File: src/rtl/spi_reg_decoder.sv
// SPI byte-stream register decoder: command byte selects write/discard, data bytes fill an 8-bit register file.
// Optional build macro SPI_REG_SHADOW_EN stages writes in a shadow file that is committed atomically at frame end.
module spi_reg_decoder #(
  parameter int NUM_REGS = 16
) (
  input  logic                  clk_i,
  input  logic                  rst_n_i,
  input  logic [7:0]            rx_data_i,
  input  logic                  byte_clock_n_i,
  input  logic                  spi_csn_i,
  output logic [8*NUM_REGS-1:0] cfg_regs_o,
  output logic                  wr_stb_o,
  output logic [6:0]            wr_addr_o,
  output logic [7:0]            wr_data_o,
  output logic                  frame_active_o,
  output logic                  addr_err_o,
  output logic                  commit_o
);

  localparam logic [7:0] NREGS_W = 8'(NUM_REGS);

  typedef enum logic [1:0] {IDLE, CMD, WRITE, DISCARD} state_t;

  state_t                   state_q, state_d;
  logic [5:0]               cs_q;
  logic [5:0]               cs_live_q;
  logic [6:0]               addr_q, addr_d;
  logic                     strobe;
  logic                     frame_start;
  logic                     frame_end;
  logic                     addr_in_range;
  logic                     wr_en;
  logic                     err_set;
  logic                     wr_stb_p1;
  logic [6:0]               wr_addr_p1;
  logic [7:0]               wr_data_p1;
  logic                     commit_p1;
  logic                     active_q;
  logic                     err_q;
  logic [NUM_REGS-1:0][7:0] cfg_q;

  // Stage 0: chip-select synchroniser. cs_live_q marks which chain bits hold
  // real samples, so the reset-preset ones never count as a CS-high period.
  always_ff @(posedge clk_i) begin
    if (!rst_n_i) begin
      cs_q      <= '1;
      cs_live_q <= '0;
    end else begin
      cs_q      <= {cs_q[4:0], spi_csn_i};
      cs_live_q <= {cs_live_q[4:0], 1'b1};
    end
  end

  assign strobe        = ~byte_clock_n_i;
  assign frame_start   = (state_q == IDLE) & cs_live_q[5] & cs_q[5] & ~cs_q[4];
  assign frame_end     = (state_q != IDLE) & ~cs_q[5] & cs_q[4];
  assign addr_in_range = {1'b0, addr_q} < NREGS_W;

  always_comb begin
    state_d = state_q;
    addr_d  = addr_q;
    wr_en   = 1'b0;
    err_set = 1'b0;
    case (state_q)
      IDLE: begin
        if (frame_start) state_d = CMD;
      end
      CMD: begin
        if (strobe) begin
          if (rx_data_i[7]) begin
            state_d = WRITE;
            addr_d  = rx_data_i[6:0];
          end else begin
            state_d = DISCARD;
          end
        end
      end
      WRITE: begin
        if (strobe) begin
          wr_en   = addr_in_range;
          err_set = ~addr_in_range;
          if (addr_q != 7'h7F) addr_d = addr_q + 7'd1;
        end
      end
      default: ;
    endcase
    // A byte landing in the frame-end cycle is still decoded above.
    if (frame_end) state_d = IDLE;
  end

  // Stage 1: FSM state, write/commit pulses and frame status
  always_ff @(posedge clk_i) begin
    if (!rst_n_i) begin
      state_q    <= IDLE;
      addr_q     <= '0;
      wr_stb_p1  <= 1'b0;
      wr_addr_p1 <= '0;
      wr_data_p1 <= '0;
      commit_p1  <= 1'b0;
      active_q   <= 1'b0;
      err_q      <= 1'b0;
    end else begin
      state_q   <= state_d;
      addr_q    <= addr_d;
      wr_stb_p1 <= wr_en;
      commit_p1 <= frame_end;
      if (wr_en) begin
        wr_addr_p1 <= addr_q;
        wr_data_p1 <= rx_data_i;
      end
      if (frame_start)    active_q <= 1'b1;
      else if (frame_end) active_q <= 1'b0;
      if (frame_start)    err_q <= 1'b0;
      else if (err_set)   err_q <= 1'b1;
    end
  end

`ifdef SPI_REG_SHADOW_EN
  logic [NUM_REGS-1:0][7:0] shadow_q, shadow_d;

  always_comb begin
    shadow_d = shadow_q;
    for (int k = 0; k < NUM_REGS; k++) begin
      if (wr_en && addr_q == 7'(k)) shadow_d[k] = rx_data_i;
    end
  end

  // Stage 1: shadow file tracks the live registers at frame start, commits at frame end
  always_ff @(posedge clk_i) begin
    if (!rst_n_i) begin
      shadow_q <= '0;
      cfg_q    <= '0;
    end else begin
      if (frame_start) shadow_q <= cfg_q;
      else             shadow_q <= shadow_d;
      if (frame_end)   cfg_q    <= shadow_d;
    end
  end
`else
  // Stage 1: direct register file write
  always_ff @(posedge clk_i) begin
    if (!rst_n_i) begin
      cfg_q <= '0;
    end else begin
      for (int k = 0; k < NUM_REGS; k++) begin
        if (wr_en && addr_q == 7'(k)) cfg_q[k] <= rx_data_i;
      end
    end
  end
`endif

  assign cfg_regs_o     = cfg_q;
  assign wr_stb_o       = wr_stb_p1;
  assign wr_addr_o      = wr_addr_p1;
  assign wr_data_o      = wr_data_p1;
  assign commit_o       = commit_p1;
  assign frame_active_o = active_q;
  assign addr_err_o     = err_q;

endmodule

File: config.mk
export PLATFORM = sky130hd
export DESIGN_NAME = spi_reg_decoder
export DESIGN_NICKNAME = d
export VERILOG_FILES = /design/src/rtl/spi_reg_decoder.sv
export SDC_FILE = /design/constraint.sdc
export NUM_CORES = 1
export LEC_CHECK = 0
export ABC_CLOCK_PERIOD_IN_PS = 2470
export CAP_MARGIN = 15
export CORE_MARGIN = 2
export CORE_UTILIZATION = 49
export DETAILED_ROUTE_END_ITERATION = 8
export GPL_TIMING_DRIVEN = 1
export PLACE_DENSITY = 0.78
export SYNTH_ARGS = -nofsm -noshare
export SYNTH_HDL_FRONTEND = slang
export SYNTH_SLANG_ARGS = --single-unit
File: constraint.sdc
create_clock -name clk_i -period 2.47 [get_ports clk_i]
set_input_delay 0.247 -clock clk_i [delete_from_list [all_inputs] [get_ports clk_i]]
set_output_delay 0.247 -clock clk_i [all_outputs]
set_load 0.005 [all_outputs]
After elaboration in Yosys (flattened, before gate mapping)
Index checks and enable logic that the tools add are counted.
- bits of input ports: 12
- bits in registers: 168
- eq/ne operators: 23
- $lt $le $gt $ge: 1
- muxes and demuxes: 16
- reductions and logical operators: 26
- add/sub/neg operators: 1
- bitwise gates (word level): 9
- operators by type and width (operator ; count):
    $eq 7x4->1 const B ; 8
    $eq 7x3->1 const B ; 4
    $mux 7 ; 4
    $logic_and 1x1->1 ; 16
    $eq 7x2->1 const B ; 2
    $pmux 7 s2 ; 1
    $ne 2x2->1 const B ; 5
    $mux 1 ; 8
    $reduce_bool 2->1 ; 4
    $add 7x1->7 const B ; 1
    $eq 7x1->1 const B ; 1
    $logic_not 7->1 ; 1
    $lt 7x5->1 const B ; 1
    $ne 7x7->1 const B ; 1
    $and 1x1->1 ; 5
    $reduce_and 5->1 ; 1
    $mux 2 ; 2
    $not 1->1 ; 4
    $pmux 2 s2 ; 1
    $reduce_or 2->1 ; 2
    $reduce_and 3->1 ; 1
    $eq 2x1->1 const B ; 1
    $eq 2x2->1 const B ; 1
    $logic_not 2->1 ; 1

Depth between registers and ports, before layout
- depth in word-level cells: 6
- depth in mapped cells: 8
- depth with buffers taken out: 5

Worst setup path before layout
No wires, ideal clock.
- path kind: reg2reg
- start: register addr_q[0]
- end: register addr_q[3]
- arrival time: 1668 ps
- setup slack: 683 ps
- clock period less this slack: 1787 ps
- stages on the path, launching flop included: 7
- buffers on the path: 1
- required time: 2351 ps
- path through: dfxtp_1 ha_1 clkbuf_2 nand4_1 o311ai_4 a21oi_1 o221a_1
- longest elaborated chain between the ends: 4
- ends and longest elaborated chain (item ; line ; RTL):
    start: declaration ; 27 ; logic [6:0] addr_q, addr_d;
    start signal: assignment ; 104 ; addr_q <= addr_d;
    $add 7x1->7 ; 82 ; if (addr_q != 7'h7F) addr_d = addr_q + 7'd1;
    $mux 7 ; 82 ;
    $mux 7 ; 79 ; if (strobe) begin
    $pmux 7 s2 ; 64 ; case (state_q)
Parallel ways exist; a longest one is shown, timed or not. The select of a mux whose other input is x is not followed.
A chain may end at the register's enable or synchronous reset.

Worst setup path after layout
- start: register addr_q[2]
- end: register cfg_q (netlist bit cfg_regs_o[34])
- longest elaborated chain between the ends: 4
- ends and longest elaborated chain (item ; line ; RTL):
    $lt 7x5->1 ; 57 ; assign addr_in_range = {1'b0, addr_q} < NREGS_W;
    $mux 1 ; 79 ;
    $mux 1 ; 64 ;
    $logic_and 1x1->1 (*) ; 146 ; if (wr_en && addr_q == 7'(k)) cfg_q[k] <= rx_data_i;
    end signal: indexed assignment ; 146 ;
    end: declaration ; 40 ; logic [NUM_REGS-1:0][7:0] cfg_q;
Mark *: on every way between the ends. The rest lies on a longest branch, timed or not.

==> summary.md <==
| Metric | Value |
|---|---|
| Hold WC Path Type | input pin to register |
| First-pass GRT wire length | between 20000 and 30000 µm |
| Run status | complete, no violations |
| Top FF cell, synth | sky130_fd_sc_hd__dfxtp_1 |
| Power Total | about 5.5 mW |
| Kind of end point of the critical path | register |
| Inserted Clock Buffers | 17 |
| RSZ-0062 raised after global routing | false |
| Io pins | 159 |
| Die Y | ~120 µm |
| Transition at the pin with the smallest max-transition slack | ~0.74 ns |
| Congestion Overflow GR | 0 |
| Worst setup path category | register to register |
| Pre-Repair DR Iteration Count | 5 |
| Global-route total usage across every layer | between 20% and 30% |
| Depth of the CTS H-tree | 4 |
| Number of buffers added for setup after CTS | 0 |
| CTS tree | built |
| WL final | 16700 µm |
| Synthesis warning total | 0 |
| Final standard cell utilization of the core | approximately two thirds |
| Sequential element share of the synthesized area | 54.0% |
| Count of hold-fix buffers inserted at cts | 0 |
| Slew headroom | 50.4% |
| Mapped cell area | just over 6000 µm² |
| Number of global-route vias before repair | between 4000 and 5000 |
| Fmax | 452 MHz |
| Largest net degree at the start of global routing | 96 |
| CTS Sinks | 168 |
| Internal Pwr Total | 4.34 mW |
| Pleak | ~3.6 nW |
| Synth Register Bits | 168 |
| R2R Path End | cfg_regs_o[34] |
| Clock latency at the later pin of the worst-skew pair | between 0.4 and 0.5 ns |
| Ant diodes | 0 |
| Die Footprint | 13600 µm² |
| Net switching fraction of the power | 20.8% |
| Post-detailed-route via-to-cell ratio | approximately 5.3 |
| GPL Wtd Cong | 0.902 |
| Fraction of power consumed by the clock network | 47.8% |
| Placeable core region | 12500 µm² |
| Clk Tree Root Cell | sky130_fd_sc_hd__clkbuf_16 |
| Clock slew at reported path FFs | 0.06 ns |
| Max-capacitance violation count | 0 |
| Endpoints failing hold | 0 |
| Critical path startpoint category | register |
| Fin nets | 784 |
| Fraction of layout instances using a drive strength above 1 | 6.67% |
| Cell area power density | 646 nW/µm² |
| Worst setup path endpoint | cfg_regs_o[34] |
| Gate Count Post-Synth | 627 |
| Proportion of power drawn by flip-flops and latches | between 40% and 50% |
| Netlist cell types | 50 |
| Most used routing layer in global routing | met2 |
| Fraction of synthesis flops using an asynchronous set or reset pin | 0% |
| Met1 Use GR | 29.9% |
| CP Launch Point | addr_q[2] |
| Shortest period the worst path allows | roughly 2.2 ns |
| Synth top area cells | sky130_fd_sc_hd__dfxtp_1 (54%), sky130_fd_sc_hd__mux2i_1 (14%), sky130_fd_sc_hd__nand2_1 (7.5%), sky130_fd_sc_hd__nand3_1 (3.5%), sky130_fd_sc_hd__o21ai_0 (3.5%) |
| Via count of the routed design | 5047 |
| I/O Buffers | 158 |
| Worst vdd ir | 378 µV |
| Post-Syn Area per Cell | 9.94 µm² |
| R2r startpoint | addr_q[2] |
| Hold path start | rst_n_i |
| Critical path required time | 2.75 ns |
| Post-synth net total | 643 |
| Global-route track usage on met2 | 41.0% |
| Library cell with the largest summed area after synthesis | sky130_fd_sc_hd__dfxtp_1 |
| Register-to-Register Setup Slack | 0.26 ns |
| Number of enable flip-flop cells after synthesis | 0 |
| Max Clock Skew | 0.00535 ns |
| Antenna violations before repair | 0 |
| Total Negative Setup Slacks | 0 ns |
| Routed wire per std cell | 17.5 µm |
| Number of violations reported at the end of detailed-routing iteration 0 | around 360 |
| Total half-perimeter wirelength after legalization and detailed placement | ~11000 µm |
| Worst slack at placement | 0.306 ns |
| Layout overhead on the synthesized area | 36.2% |
| Clock Tree Buf Depth | 2 |
| Arrival time of the worst setup path | 2.49 ns |
| Number of failing setup endpoints in the final timing report | 0 |
| Net switching power | between 1 and 1.5 mW |
| Max-slew violation count | 0 |
| Area share of the leading cell type in the synthesized netlist | around 54% |
| Starting utilization of the core area | between 40% and 50% |
| Number of gates resized after cts | 0 |
| Horizontal extent of the die | approximately 120 µm |
| Depth of the most critical reg-to-reg path | 4 |
| ANT nets after route | 0 |
| Detailed-route DRC error count | 0 |
| Share of the cycle needed by the critical path after routing | roughly nine tenths |
| Row cnt | 41 |
| Share of total power in combinational logic | 2.6% |
| Max Fanout on Critical Path | 16 |
| Post-route setup slack | 0.256 ns |
| Global-route met3 utilization | 7.52% |
==> power by group through the flow <==
stage	sequential (mW)	combinational, mW	clock [mW]
after floorplan	2.78	0.0774	0
after global placement	2.78	0.140	0
after detailed placement	2.78	0.141	0
after CTS	2.72	0.141	2.63
after global routing	2.72	0.150	2.76
final	2.72	0.142	2.62
==> worst max-delay path, cell delays in order, from the launching register on <==
cell and delay (ns):
sky130_fd_sc_hd__dfxtp_1 0.71, sky130_fd_sc_hd__nor2b_1 0.43, sky130_fd_sc_hd__nand4_1 0.55, sky130_fd_sc_hd__nand3_1 0.27, sky130_fd_sc_hd__o21ai_0 0.11
==> cells by family (layout without fill, tap and decap cells) <==
kind of cell               Yosys count  in the layout  synth area share, %
buffers and inverters               48            201                 3.39
and+or+nand+nor                    233            233                 19.4
DFF                                168            168                 54.0
AOI/OAI and AO/OA                   84             84                 7.99
muxes                               89             89                 14.3
adders and majority gates            4              4                0.803
xor gates and xnor gates             1              1                0.141
==> sequential cells by signal (all words and copies together) (netlist names) <==
register	flops
wr_stb_o	1
wr_data_o	8
frame_active_o	1
addr_err_o	1
cs_live_q	6
cs_q	6
wr_addr_o	7
addr_q	7
cfg_regs_o	128
state_q	2
commit_o	1
==> routing by layer <==
| layer | wire length [µm] | part of all wire (%) |
|---|---|---|
| met5 | 0 | 0 |
| met4 | 278 | 1.7 |
| met3 | 1080 | 6.5 |
| met2 | 8300 | 50 |
| met1 | 7000 | 42 |
==> stage by stage <==
| step | instances | area (µm²) | hold slack, ns |
|---|---|---|---|
| after global placement | 921 | 7900 | 0.390 |
| after CTS | 952 | 8480 | 0.317 |
| after floorplan | 627 | 6230 | 0.275 |
| after detailed placement | 921 | 7900 | 0.395 |
| final | 952 | 8480 | 0.324 |
| after global routing | 952 | 8480 | 0.347 |
==> how the worst min path moves through the flow <==
stage / end / depth (start not counted)
after floorplan: cs_live_q[0] / 0
after detailed placement: cs_q[1] / 1
final: state_q[1] / 3
after global routing: state_q[1] / 3
after global placement: cs_q[1] / 1
after CTS: state_q[1] / 3
==> synth_stat cells (all sizes together) (2+ instances only) <==
| cell | n |
|---|---|
| and3 | 4 |
| nand4 | 9 |
| nor2 | 16 |
| inv | 4 |
| and2 | 7 |
| a21oi | 21 |
| mux2i | 89 |
| nor3 | 4 |
| nand3 | 50 |
| ha | 4 |
| nor2b | 3 |
| nand2 | 124 |
| clkbuf | 37 |
| o211ai | 3 |
| buf | 7 |
| o21ai | 44 |
| nor3b | 2 |
| a211oi | 2 |
| nand2b | 9 |
| o31ai | 2 |
| dfxtp | 168 |
==> final cells by class <==
cell class              instances  area [µm²]
clock inverters                 7        92.6
multi-input cells             411        2660
clock buffers                  24         492
flip-flops and latches        168        3360
inverters                       4        15.0
fillers                      1010        4030
repair buffers                166        1650
well taps                     172         215
==> placed cells by master (no fill, tap or decap), drive strengths merged, types with 9 or more instances in the layout <==
cell / n
mux2i: 89
nand2: 124
nand2b: 9
clkdlybuf4s50: 157
buf: 9
nor2: 16
nand3: 50
a21oi: 21
nand4: 9
dfxtp: 168
o21ai: 44
clkbuf: 24
No activity file was read; power rests on OpenSTA's default activity.
